`src/rtl/ram_arb_pkg.sv`:
```
// Shared encodings for the dual-requester RAM arbiter.
package ram_arb_pkg;

    // Top-level control state: normal arbitration or whole-RAM fill
    typedef enum logic {
        IDLE = 1'b0,
        FILL = 1'b1
    } state_t;

    // Requester identities, used for the round-robin history bit
    localparam logic REQ_A = 1'b0;
    localparam logic REQ_B = 1'b1;

endpackage

```
`src/rtl/rr_arb2.sv`:
```
// Two-way round-robin arbiter: a lone requester wins, a tie goes to the
// requester that was not granted most recently.
module rr_arb2
    import ram_arb_pkg::*;
(
    input  logic clk,
    input  logic reset,
    input  logic enable,
    input  logic a_valid,
    input  logic b_valid,
    output logic grant_a,
    output logic grant_b
);

    logic last_grant;

    // Winner selection from current requests and history
    always_comb begin
        grant_a = 1'b0;
        grant_b = 1'b0;
        if (enable) begin
            grant_a = a_valid & (~b_valid | (last_grant == REQ_B));
            grant_b = b_valid & (~a_valid | (last_grant == REQ_A));
        end
    end

    // History register; B counts as last so A wins the first tie
    always_ff @(posedge clk) begin
        if (reset) begin
            last_grant <= REQ_B;
        end else if (grant_a) begin
            last_grant <= REQ_A;
        end else if (grant_b) begin
            last_grant <= REQ_B;
        end
    end

endmodule

```
`src/rtl/ram_arbiter.sv`:
```
// Shares one single-port synchronous RAM between two requesters, with a
// background-free fill mode that writes one value to every word.
module ram_arbiter
    import ram_arb_pkg::*;
#(
    parameter  int unsigned MEM_SIZE  = 512,
    parameter  int unsigned MEM_WIDTH = 8,
    localparam int unsigned AW        = $clog2(MEM_SIZE)
) (
    input  logic                 clk,
    input  logic                 reset,
    input  logic                 a_valid,
    output logic                 a_ready,
    input  logic                 a_wr,
    input  logic [AW-1:0]        a_addr,
    input  logic [MEM_WIDTH-1:0] a_wdata,
    output logic                 a_rsp_valid,
    output logic [MEM_WIDTH-1:0] a_rdata,
    input  logic                 b_valid,
    output logic                 b_ready,
    input  logic                 b_wr,
    input  logic [AW-1:0]        b_addr,
    input  logic [MEM_WIDTH-1:0] b_wdata,
    output logic                 b_rsp_valid,
    output logic [MEM_WIDTH-1:0] b_rdata,
    input  logic                 fill_start,
    input  logic [MEM_WIDTH-1:0] fill_data,
    output logic                 fill_busy,
    output logic                 fill_done,
    output logic                 mem_wr,
    output logic [AW-1:0]        mem_addr,
    output logic [MEM_WIDTH-1:0] mem_wdata,
    input  logic [MEM_WIDTH-1:0] mem_rdata
);

    // One extra bit so the terminal compare works for any depth
    localparam int unsigned CW = AW + 1;
    localparam logic [CW-1:0] LAST_ADDR = CW'(MEM_SIZE - 1);

    state_t                 state;
    logic [CW-1:0]          counter;
    logic [MEM_WIDTH-1:0]   fill_value;
    logic                   arb_enable;
    logic                   grant_a;
    logic                   grant_b;

    assign arb_enable = (state == IDLE) & ~reset;

    rr_arb2 u_rr_arb2 (
        .clk     (clk),
        .reset   (reset),
        .enable  (arb_enable),
        .a_valid (a_valid),
        .b_valid (b_valid),
        .grant_a (grant_a),
        .grant_b (grant_b)
    );

    assign a_ready   = grant_a;
    assign b_ready   = grant_b;
    assign fill_busy = (state == FILL);

    // RAM data appears one cycle after the grant, aligned with rsp_valid
    assign a_rdata = mem_rdata;
    assign b_rdata = mem_rdata;

    // RAM port steering: fill engine, granted requester, or parked
    always_comb begin
        mem_wr    = 1'b0;
        mem_addr  = '0;
        mem_wdata = '0;
        if (!reset) begin
            if (state == FILL) begin
                mem_wr    = 1'b1;
                mem_addr  = counter[AW-1:0];
                mem_wdata = fill_value;
            end else if (grant_a) begin
                mem_wr    = a_wr;
                mem_addr  = a_addr;
                mem_wdata = a_wdata;
            end else if (grant_b) begin
                mem_wr    = b_wr;
                mem_addr  = b_addr;
                mem_wdata = b_wdata;
            end
        end
    end

    // Control FSM, fill counter and registered response/done flags
    always_ff @(posedge clk) begin
        if (reset) begin
            state       <= IDLE;
            counter     <= '0;
            fill_value  <= '0;
            fill_done   <= 1'b0;
            a_rsp_valid <= 1'b0;
            b_rsp_valid <= 1'b0;
        end else begin
            a_rsp_valid <= grant_a;
            b_rsp_valid <= grant_b;
            fill_done   <= 1'b0;
            case (state)
                IDLE: begin
                    if (fill_start) begin
                        fill_value <= fill_data;
                        counter    <= '0;
                        state      <= FILL;
                    end
                end
                FILL: begin
                    if (counter == LAST_ADDR) begin
                        counter   <= '0;
                        fill_done <= 1'b1;
                        state     <= IDLE;
                    end else begin
                        counter <= counter + CW'(1);
                    end
                end
                default: state <= IDLE;
            endcase
        end
    end

endmodule

```
`config.mk`:
```
export PLATFORM = sky130hd
export DESIGN_NAME = ram_arbiter
export DESIGN_NICKNAME = d
export VERILOG_FILES = /design/src/rtl/ram_arb_pkg.sv /design/src/rtl/rr_arb2.sv /design/src/rtl/ram_arbiter.sv
export SDC_FILE = /design/constraint.sdc
export NUM_CORES = 1
export LEC_CHECK = 0
export CORE_AREA = 2 2 100 54
export CTS_CLUSTER_SIZE = 28
export DETAILED_ROUTE_END_ITERATION = 12
export DIE_AREA = 0 0 102 56
export GPL_ROUTABILITY_DRIVEN = 0
export PLACE_DENSITY = 0.74
export REMOVE_ABC_BUFFERS = 1
export SLEW_MARGIN = 25
export SYNTH_ARGS = -nofsm -noshare
export SYNTH_HDL_FRONTEND = slang
export SYNTH_SLANG_ARGS = --single-unit
export TNS_END_PERCENT = 50
```
`constraint.sdc`:
```
create_clock -name clk -period 1.73 [get_ports clk]
set_clock_uncertainty 0.2 [all_clocks]
set_input_delay 0.346 -clock clk [delete_from_list [all_inputs] [get_ports clk]]
set_output_delay 0.346 -clock clk [all_outputs]
set_load 0.03 [all_outputs]
```
Word-level counts from Yosys, hierarchy flattened
Cells that the tools add are included.
- output and inout bits: 40
- bits of input ports: 57
- register bits: 23
- word-level logic and storage cells: 46
- add/sub/neg operators: 1
- eq/ne operators: 2
- reduce and logical (&&, ||, !) cells: 3
- multiplexer cells: 23
- bitwise gates (word level): 10
- operator list (operator ; number):
    two-way mux 9 bit ; 4
    two-way mux 8 bit ; 4
    two-way mux 10 bit ; 2
    one-hot mux 10 bit (2 select lines) ; 1
    two-way mux 1 bit ; 11
    adder 10 x 1 -> 10 bit, second input constant ; 1
    equality test 10 x 9 -> 1 bit, second input constant ; 1
    NOT 1 bit ; 5
    bitwise AND 1 bit ; 3
    != test 2 bit, second input constant ; 1
    bitwise OR 1 bit ; 2
    one-hot mux 1 bit (2 select lines) ; 1
    AND reduction 2 bit ; 1
    nonzero test 2 bit ; 1
    OR reduction 2 bit ; 1

Logic depth before layout (Yosys ltp)
Gate-level depths: netlist of run 1.
- word-level depth: 8
- mapped depth: 7
- mapped depth without buffers: 5

Cells and area by module
From an unflattened synthesis of run 1, not the netlist that was laid out.
- cells, all modules: 197
- area total of the unflattened synthesis: 1457.6 sq um
- by module, submodules not included (module ; times used ; cells each ; sequential area each (sq um) ; area an instance (sq um)):
    ram_arbiter ; 1 ; 189 ; 440.4 ; 1398.8
    rr_arb2 ; 1 ; 8 ; 20.0 ; 58.8

Worst setup path after synthesis of run 1
OpenSTA, ideal clock, no wires.
- path type: reg2out
- from: reg state, in the netlist fill_busy
- to: out mem_addr[0]
- buffers on the path: 2
- arrival time: 1.735 ns
- data required time: 1.184 ns
- stages on the path, launching flop included: 7
- slack: -0.551 ns
- cells stage by stage: dfxtp_1 > or2_1 > buf_6 > a211oi_4 > buf_6 > a21oi_1 > o21ai_1
- word-level cells in the longest chain between the ends: 7
- elaborated cells on any way between the ends: 8
- classes of those cells: 6 x mux; 2 x bitwise
- RTL lines (item ; RTL line ; source):
    start, declared ; ram_arbiter.sv:40 ; state_t state;
    start signal, assigned ; ram_arbiter.sv:92 ; state <= IDLE;
    start signal, assigned ; ram_arbiter.sv:107 ; state <= FILL;
    start signal, assigned ; ram_arbiter.sv:114 ; state <= IDLE;
    NOT 1 bit (no line) ; - ;
    bitwise AND 1 bit ; ram_arbiter.sv:47 ; assign arb_enable = (state == IDLE) & ~reset;
    two-way mux 1 bit ; rr_arb2.sv:21 ; if (enable) begin
    two-way mux 9 bit ; ram_arbiter.sv:81 ; end else if (grant_b) begin
    two-way mux 9 bit ; ram_arbiter.sv:77 ; end else if (grant_a) begin
    two-way mux 9 bit (*) ; ram_arbiter.sv:73 ; if (state == FILL) begin
    two-way mux 9 bit (*) ; ram_arbiter.sv:72 ; if (!reset) begin
    end, declared ; ram_arbiter.sv:31 ; output logic [AW-1:0] mem_addr,
Mark *: on every way between the ends. The rest lies on a longest branch, timed or not.

Final worst setup path of run 1
- from: reg state, in the netlist fill_busy
- to: out mem_addr[4]
The elaborated chain is that of the path after synthesis.

==> results of run 1 <==
stage by stage:
stage               setup TNS [ps]  instances
floorplan                   -19610        177
global placement            -15120        345
detailed placement          -16250        345
CTS                         -10990        354
global route                -10540        352
finish                       -8900        352
worst reg2reg max path, cell delays in order, from the launching register on:
cell	delay, ps
dfxtp_1	320
ha_1	210
nand4_1	140
o31a_1	340
o21ai_0	140
o311ai_0	310
layout make-up:
type / instances / area (sq um) / area share, %
inverters: 5 / 18.8 / 0.774
clock inverters: 1 / 7.51 / 0.310
repair buffers: 101 / 947 / 39.1
well taps: 70 / 87.6 / 3.61
flip-flops and latches: 23 / 462 / 19.0
multi-input cells: 149 / 861 / 35.5
clock buffers: 3 / 41.3 / 1.70
timing repair:
item	4_1_cts	5_1_grt
resized for setup	32	1
pin swaps	24	8
setup endpoints to repair	25	22
gates cloned	1	0
buffers inserted	4	1
registers in the layout, summed over array words and instances, names as in the netlist:
signal	cells
counter	10
fill_value	8
a_rsp_valid	1
b_rsp_valid	1
fill_busy	1
fill_done	1
u_rr_arb2.last_grant	1
logic make-up after synthesis:
kind of cell	after synthesis
and+or+nand+nor	89
DFF	23
adders and majority gates	1
AOI/OAI and AO/OA	58
muxes	1
buffers and inverters	32
report_power, final:
| group | switching (mW) | total, mW | internal (mW) |
|---|---|---|---|
| Clock | 0.177 | 0.340 | 0.163 |
| Combinational | 0.255 | 0.518 | 0.264 |
| Sequential | 0.0134 | 0.564 | 0.551 |
how the worst max path moves through the flow:
stage	start	to	cells after the start	slack (ps)
after floorplan	fill_busy	mem_addr[0]	4	-1200
after global placement	reset	mem_addr[2]	8	-760
after detailed placement	reset	mem_addr[4]	8	-810
after CTS	fill_busy	mem_addr[7]	8	-610
after global routing	fill_busy	mem_wdata[6]	7	-590
final	fill_busy	mem_addr[4]	7	-490
per-layer routing:
layer  vias to the layer above  global-route usage [%]  share of wire [%]
met5                         -                       0                  0
met1                       743                    21.4                 46
met2                        97                    23.4                 41
met3                         5                    7.54                 12
met4                         0                    3.43               0.82
li1                        852                       -                  -
cells in the final DEF, fill, tap and decap left out, types with 2 or more instances in the layout:
cell and n:
clkdlybuf4s50_1 45, nand3_1 5, clkbuf_8 3, nor3_1 4
nand2_1 49, a21oi_1 19, a22oi_2 9, nor2_1 16
a211oi_1 2, inv_1 5, buf_4 33, a21oi_2 2
nand4_1 2, or3_1 2, buf_6 16, o21ai_0 7
dfxtp_1 22, nor2b_1 2, or2_2 2, a311oi_1 2
a22oi_1 5, dlygate4sd2_1 5, o21ai_1 5
==> impl_metrics.csv, run 1 <==
group,metric,value,unit
run_status,status,"complete, but fails checks",
run_status,violations,"negative setup slack",
placement,place_hpwl,3.62,mm
drt,dr.pass1.iters,4,
logic_synthesis,syn_avg_cell_area,7.49,sq um
clock_network,clk_latency,270,ps
setup_path,r2r_setup_slack,-40,ps
logic_synthesis,yosys.area_share.simple,26.1,%
placement,dpl_worst_slack,-811,ps
global_route,grt_antenna_before_repair,0,
drt,route.detailed.drc,0,
logic_synthesis,yosys_warnings,0,
drt,routed_via_density,4.82,
logic_synthesis,muxShareOfSynthArea,0.655,%
sta,layout_setup_ws,-492,ps
layout,drive_gt1_share,25.9,%
drt,num_vias,1697,
logic_synthesis,synth_top_area_share,30.1,%
sta,setup_viol,21,
global_route,grt_overflow,0,
drt,ant_nets,0,
setup_path,cp_slowest_stage_delay,320,ps
logic_synthesis,synth_compound_area_share,27.6,%
setup_path,worst-setup-path-type,"reg -> out",
global_route,first_global_vias,1508,
floorplanning,initial_core_util,32.0,%
layout,antenna_cells,0,
setup_path,crit_path_top_delay_cell,"dfxtp_2",
placement,placed_area,0.00230,sq mm
worst_hold_path,hold_end,"fill_value[0]",
logic_synthesis,syn_inst,204,
logic_synthesis,synth_top_area_cell,"dfxtp_1",
floorplanning,boundaryPins,97,
sta,maxSlewViolCount,0,
layout,final_area,0.00242,sq mm
setup_path,crit_fanout,8,
logic_synthesis,syn-cell-area,0.00153,sq mm
clock_network,cts_tree,"done",
worst_hold_path,hold_depth,2,
drt,drtIter0Drc,95,
setup_path,worst_setup_path_end_kind,"primary output",
global_route,grt_pass1_wl,7.17,mm
floorplanning,dieArea,0.00571,sq mm
sta,relSlewSlack,78.1,%
clock_network,htree_levels,1,
clock_network,clock_path_buffers,2,
logic_synthesis,synth_top_family_by_area,"compound AO/OA/AOI/OAI gates",
setup_path,cp.arrival,1680,ps
global_route,gr-usage-all-layers,16.0,%
logic_synthesis,synth_xor_xnor_area_share,0,%
setup_path,r2r-start,"counter[0]",
clock_network,clockRootBuffer,"clkbuf_8",
drt,avgRoutedWirePerCell,13.5,um
sta,finalCriticalPeriod,2220,ps
drt,route.final.wire_length,4.75,mm
logic_synthesis,async_flop_share,0,%
logic_synthesis,netlist_top_cells_area,"dfxtp_1 30%, nand2_1 12%, buf_4 7.9%, a22oi_2 7.4%, a21oi_1 6.9%",
power,cellLeakagePower,0.981,nW
sta,rsz0062_at_grt,"yes",
logic_synthesis,synth_most_common_cell,"nand2_1",
clock_network,clock-sinks,23,
layout,final_nets,341,
sta,hold_violations,0,
floorplanning,core,0.00477,sq mm
layout,area_delta_synth_final,58.7,%
logic_synthesis,synth_seq_area_share,30.1,%
layout,final_core_util,50.8,%
worst_hold_path,hp-class,"reg -> reg",
logic_synthesis,synth_seq_cells,23,
setup_path,crit_required,1180,ps
flow_run,drv_cap,0,
clock_network,clkTransAtPathRegs,80,ps
logic_synthesis,synth_edf_count,0,
clock_network,holdBufCountCts,0,
power,p_per_area,586,mW/mm^2
logic_synthesis,synth_common_cells,"49 x nand2_1, 23 x dfxtp_1, 21 x a21oi_1, 16 x buf_4, 16 x nor2_1",
setup_path,crit_path_start_kind,"flop",
logic_synthesis,ys.flop_type,"dfxtp_1",
setup_path,worst-path-buf-inv,3,
sta,fmax,0.450,GHz
logic_synthesis,ys_types,37,
setup_path,crit_top_cell,"buf_6",
setup_path,r2r_end,"counter[9]",
power,ir_drop,339,uV
clock_network,cts_made_buffers,3,
layout,fill_cells,478,
setup_path,crit_chain,"or2_4, buf_6, nor3_4, buf_6, a21oi_1, o21ai_1, buf_4",
setup_path,worstRegToRegCells,5,
worst_hold_path,hp-start,"fill_value[0]",
sta,whs,260,ps
sta,finalCritPeriodShare,128,%
floorplanning,die_y,56,um
sta,worst-slew-pin-transition,329,ps
logic_synthesis,synth_adder_area_share,0.819,%
placement,port_buffers,72,
global_route,grt_max_degree,27,
setup_path,cp_top_family,"buffers and inverters",
floorplanning,die_w,102,um
power,finalPower,1.42,mW
floorplanning,row_count,18,
Note: power is estimated with default switching activity, not from simulation.
==> run 2, diff against run 1 <==
- CORE_AREA: 2 2 100 54 -> 2 2 99 53
- DIE_AREA: 0 0 102 56 -> 0 0 101 55
- PLACE_DENSITY: 0.74 -> 0.75
- SYNTH_HIERARCHICAL: not set -> 1
==> run 2 against run 1 <==
Against the previous run: the flow still finishes with violations (negative setup slack); die area is 2.7% lower; maximum frequency is 6.4% lower; register-to-register slack worse by 590 ps; synthesized area is 4.6% lower; sequential share of layout area is 0.54 points lower; non-clock buffer count is 12 higher; combinational power is 2% lower; synthesized cell count is 3.4% lower; flip-flop and latch count stayed put; utilization is 2.0 points higher; final cell count is 2.8% lower.
==> impl_metrics.csv, run 2 <==
group,metric,value,unit
run_status,status,"complete, but fails checks",
run_status,violations,"negative setup slack",
drt,ant_nets,0,
layout,area_delta_synth_final,71.2,%
floorplanning,initial_core_util,30.8,%
sta,layout_setup_ws,-645,ps
layout,largestRegisters,"counter x10, fill_value x8",
drt,route.detailed.drc,0,
drt,dr.pass1.iters,4,
drt,route.final.wire_length,5.24,mm
sta,rsz0062_at_grt,"yes",
layout,antenna_cells,0,
setup_path,crit_path_start_kind,"flop",
layout,final_common_cell,"buf_4",
setup_path,cp.arrival,1830,ps
logic_synthesis,synth_top_area_cell,"dfxtp_1",
power,p_per_area,561,mW/mm^2
logic_synthesis,synth_edf_count,0,
floorplanning,row_count,18,
logic_synthesis,synth_common_cells,"26 x nor2_1, 23 x dfxtp_1, 23 x nand2_1, 19 x nor3_1, 17 x a221oi_1",
layout,largest_register,"counter",
global_route,grt_max_degree,40,
sta,relSlewSlack,72.4,%
global_route,grt_antenna_before_repair,0,
setup_path,worst-setup-path-type,"reg -> out",
setup_path,worst_setup_path_end_kind,"primary output",
drt,drtIter0Drc,132,
floorplanning,core,0.00473,sq mm
global_route,grt_overflow,0,
power,pwr-share-seq,39.8,%
clock_network,htree_levels,1,
placement,place_hpwl,3.55,mm
sta,worst-slew-pin-transition,413,ps
layout,final_area,0.00250,sq mm
flow_run,drv_cap,0,
sta,finalCritPeriodShare,137,%
sta,fmax,0.421,GHz
sta,hold_violations,0,
power,p_int,0.970,mW
clock_network,cts_made_buffers,3,
logic_synthesis,synth_top_area_share,31.6,%
power,p_switching,0.432,mW
worst_hold_path,hp-class,"reg -> reg",
drt,num_vias,1768,
power,clkPwrFrac,23.9,%
sta,whs,261,ps
floorplanning,die_y,55,um
logic_synthesis,syn_avg_cell_area,7.40,sq um
power,switching_share,30.8,%
layout,final_core_util,52.8,%
sta,setup_viol,25,
sta,finalCriticalPeriod,2370,ps
setup_path,crit_required,1180,ps
logic_synthesis,syn-cell-area,0.00146,sq mm
logic_synthesis,yosys_warnings,6,
global_route,gr-usage-all-layers,18.3,%
clock_network,clkTransAtPathRegs,80,ps
placement,placed_area,0.00221,sq mm
logic_synthesis,synth_seq_cells,23,
clock_network,clk_latency,270,ps
logic_synthesis,synth_seq_area_share,31.6,%
clock_network,clockRootBuffer,"clkbuf_8",
layout,final_nets,341,
power,combPwrFrac,36.2,%
power,cellLeakagePower,1.04,nW
global_route,grt_pass1_wl,7.70,mm
floorplanning,die_w,101,um
clock_network,holdBufCountCts,0,
drt,avgRoutedWirePerCell,15.3,um
logic_synthesis,syn_inst,197,
logic_synthesis,netlist_top_cells_area,"dfxtp_1 32%, a221oi_1 10%, buf_4 8.2%, nor2_1 6.7%, nor3_1 6.5%",
logic_synthesis,ys.flop_type,"dfxtp_1",
floorplanning,dieArea,0.00556,sq mm
sta,maxSlewViolCount,0,
layout,largest_reg_flops,10,
logic_synthesis,async_flop_share,0,%
layout,drive_gt1_share,29.8,%
layout,mostFrequentLayoutCells,"53 x buf_4, 45 x clkdlybuf4s50_1, 25 x nor2_1",
clock_network,clock_path_buffers,2,
placement,port_buffers,72,
clock_network,clock-sinks,23,
drt,routed_via_density,5.17,
setup_path,crit_fanout,6,
logic_synthesis,synth_most_common_cell,"nor2_1",
power,ir_drop,282,uV
clock_network,cts_tree,"done",
logic_synthesis,ys_types,34,
global_route,first_global_vias,1571,
floorplanning,boundaryPins,97,
==> run 2: cell count changes after synthesis, moves of 6 or more <==
cell and delta:
nand2_1 -26, a221oi_1 +17, nor3_1 +15, nor2_1 +10, a22oi_2 -9, clkbuf_1 +6
==> run 2: power by group through the flow <==
stage / clock, mW / combinational, mW / sequential (mW)
5_1_grt: 0.367 / 0.543 / 0.560
4_1_cts: 0.342 / 0.501 / 0.558
2_1_floorplan: 0 / 0.174 / 0.582
3_5_place_dp: 0 / 0.443 / 0.569
6_report: 0.335 / 0.508 / 0.558
3_3_place_gp: 0 / 0.438 / 0.568
==> run 2: logic make-up after synthesis <==
logic type | count (synthesis) | share of synthesized area (%)
simple gates | 92 | 30.3
compound gates | 45 | 22.3
buf+inv | 34 | 13.6
flops | 23 | 31.6
xor+xnor | 1 | 0.601
mux | 1 | 0.687
fa+ha+maj | 1 | 0.858
==> run 2: final timing paths <==
check	from	cells past startpoint	slack, ps	to
max	fill_busy	8	-640	mem_wdata[0]
min	fill_value[6]	2	260	fill_value[6]
max reg2reg	fill_busy	13	-630	u_rr_arb2/last_grant
min reg2reg	fill_value[6]	2	260	fill_value[6]
==> run 2: cell type report <==
cell class | count | area [sq um]
tap | 60 | 75.1
clock buffer | 3 | 41.3
clock inverter | 1 | 5.00
timing repair buffer | 113 | 1020
multi-input combinational | 140 | 885
sequential | 23 | 462
fill | 446 | 2230
inverter | 2 | 7.51
==> run 2: metal layers <==
layer	GRT usage [%]	routed length, um	part of all wire (%)
met1	24.8	2540	48
met2	29.1	2170	42
met3	6.91	515	9.8
met4	2.03	11	0.21
met5	0	0	0
==> run 2: worst max-delay path, stage by stage (launching register included) <==
cell      delay [ps]
dfxtp_2          350
nor2_4           130
nand2_2          100
a21oi_4          190
nor2b_4           80
buf_4            190
a221oi_2         260
nor3_2            70
buf_4            190
==> run 2: stage by stage <==
step	setup TNS, ps	total power [mW]	std cells	setup WS, ps
floorplan	-44940	0.756	165	-1970
global placement	-15530	1.01	322	-827
detailed placement	-15790	1.01	322	-820
CTS	-12700	1.40	342	-570
global route	-15060	1.47	342	-750
finish	-12420	1.40	342	-645
==> run 2: repair_timing <==
item / in CTS / in global routing
cloned: 1 / 0
buffers inserted: 15 / 0
endpoints found under the setup margin: 37 / 39
pin swaps: 8 / 0
resized for setup: 30 / 3
==> run 3, diff against run 2 <==
- PLACE_DENSITY: 0.75 -> 0.72
- SETUP_SLACK_MARGIN: not set -> 0.2
==> run 3 against run 2 <==
Against the previous run: the flow still finishes with violations (negative setup slack); utilization fell by 1.2 points; via count down 3.2%; power is 1.5% lower; largest power group unchanged; final cell count decreased by 3.5%; worst setup slack gained 32 ps; sequential power about the same; combinational power shrank 4%.
==> impl_metrics.csv, run 3 (synthesized netlist as in run 2, its figures left out) <==
group,metric,value,unit
run_status,status,"complete, but fails checks",
run_status,violations,"negative setup slack",
global_route,first_global_vias,1547,
clock_network,clockRootBuffer,"clkbuf_8",
sta,layout_setup_ws,-612,ps
drt,num_vias,1712,
worst_hold_path,hp-class,"reg -> reg",
layout,drive_gt1_share,25.6,%
drt,drtIter0Drc,76,
setup_path,cp.arrival,1800,ps
sta,finalCritPeriodShare,135,%
setup_path,crit_path_start_kind,"flop",
global_route,gr-usage-all-layers,17.5,%
setup_path,worst_setup_path_end_kind,"primary output",
power,p_per_area,565,mW/mm^2
global_route,grt_pass1_wl,7.42,mm
global_route,grt-busiest-layer,"met2",
global_route,grt_use_met1,22.1,%
global_route,grt_antenna_before_repair,0,
drt,route.detailed.drc,0,
sta,fmax,0.427,GHz
sta,hold_violations,0,
setup_path,crit_required,1180,ps
drt,dr.pass1.iters,4,
placement,placed_cells,322,
drt,route.final.wire_length,5.05,mm
drt,ant_nets,0,
power,cellLeakagePower,0.971,nW
clock_network,cts_tree,"done",
global_route,use_met3,8.29,%
clock_network,cts_made_buffers,3,
layout,largestRegisters,"counter x10, fill_value x8",
floorplanning,die_y,55,um
layout,final_area,0.00244,sq mm
placement,port_buffers,72,
power,ir_drop,286,uV
drt,routed_via_density,5.19,
layout,largest_register,"counter",
clock_network,clk_latency,260,ps
global_route,gr-usage-met2,28.7,%
layout,fill_cells,460,
layout,mostFrequentLayoutCells,"45 x clkdlybuf4s50_1, 39 x buf_4, 25 x nor2_1",
floorplanning,row_count,18,
power,finalPower,1.38,mW
placement,place_hpwl,3.51,mm
placement,placed_area,0.00224,sq mm
setup_path,crit_fanout,6,
clock_network,clock-sinks,23,
floorplanning,dieArea,0.00556,sq mm
sta,rsz0062_at_grt,"yes",
setup_path,r2r_setup_slack,-120,ps
global_route,grt_overflow,0,
global_route,grt_max_degree,40,
layout,layout.area.seq,464,sq um
worst_hold_path,hold_depth,2,
layout,largest_reg_flops,10,
floorplanning,die_w,101,um
layout,final_common_cell,"clkdlybuf4s50_1",
clock_network,clkTransAtPathRegs,80,ps
flow_run,drv_cap,0,
layout,area_delta_synth_final,67.5,%
layout,final_core_util,51.6,%
layout,final_nets,329,
sta,maxSlewViolCount,0,
layout,antenna_cells,0,
setup_path,worst-setup-path-type,"reg -> out",
clock_network,htree_levels,1,
floorplanning,core,0.00473,sq mm
setup_path,worstRegToRegCells,6,
floorplanning,boundaryPins,97,
clock_network,clock_path_buffers,2,
drt,avgRoutedWirePerCell,15.3,um
layout,final_cells,330,
sta,whs,258,ps
sta,setup_viol,24,
floorplanning,initial_core_util,30.8,%
sta,worst-slew-pin-transition,412,ps
sta,relSlewSlack,72.5,%
layout,multi_input_area,870,sq um
sta,finalCriticalPeriod,2340,ps
## run 3: worst paths after layout
kind	from	end
max	fill_busy	mem_addr[7]
min	fill_value[3]	fill_value[3]
max reg2reg	fill_busy	counter[7]
min reg2reg	fill_value[3]	fill_value[3]
## run 3: timing repair
| item | in CTS | in global routing |
|---|---|---|
| setup endpoints to repair | 44 | 43 |
| hold buffers | 0 | 0 |
| resized for setup | 29 | 7 |
| gates cloned | 2 | 0 |
| pin swaps | 4 | 2 |
| setup buffers | 2 | 0 |
## run 3: layout make-up
cell class              count  area share [%]
repair buffers            101            40.1
multi-input cells         140            35.6
flip-flops and latches     23            19.0
well taps                  60            3.08
clock buffers               4            1.85
inverters                   2           0.308
## run 3: through the flow
stage	setup TNS [ps]	setup slack [ps]
after floorplan	-44940	-1970
after global placement	-15670	-886
after detailed placement	-16960	-950
after CTS	-10450	-587
after global routing	-12760	-712
final	-10380	-612
## run 3: worst max-delay path, cell delays in order (launching register included)
cell and delay (ps):
dfxtp_2 350, nor2_4 100, nand2_2 80, a21oi_4 190
buf_12 150, buf_8 120, nand3b_1 100, a21oi_1 60
a21oi_1 130, nor2_1 60, buf_4 180
## run 3: routing by layer
layer | wire [um] | vias up
met5 | 0 | -
met4 | 0 | 0
met3 | 530 | 0
met2 | 2090 | 87
met1 | 2430 | 781
li1 | - | 844
## run 3: power breakdown
| part | internal (mW) | switching (mW) | total [mW] |
|---|---|---|---|
| sequential | 0.548 | 0.0116 | 0.559 |
| combinational | 0.254 | 0.236 | 0.490 |
| clock | 0.164 | 0.167 | 0.331 |
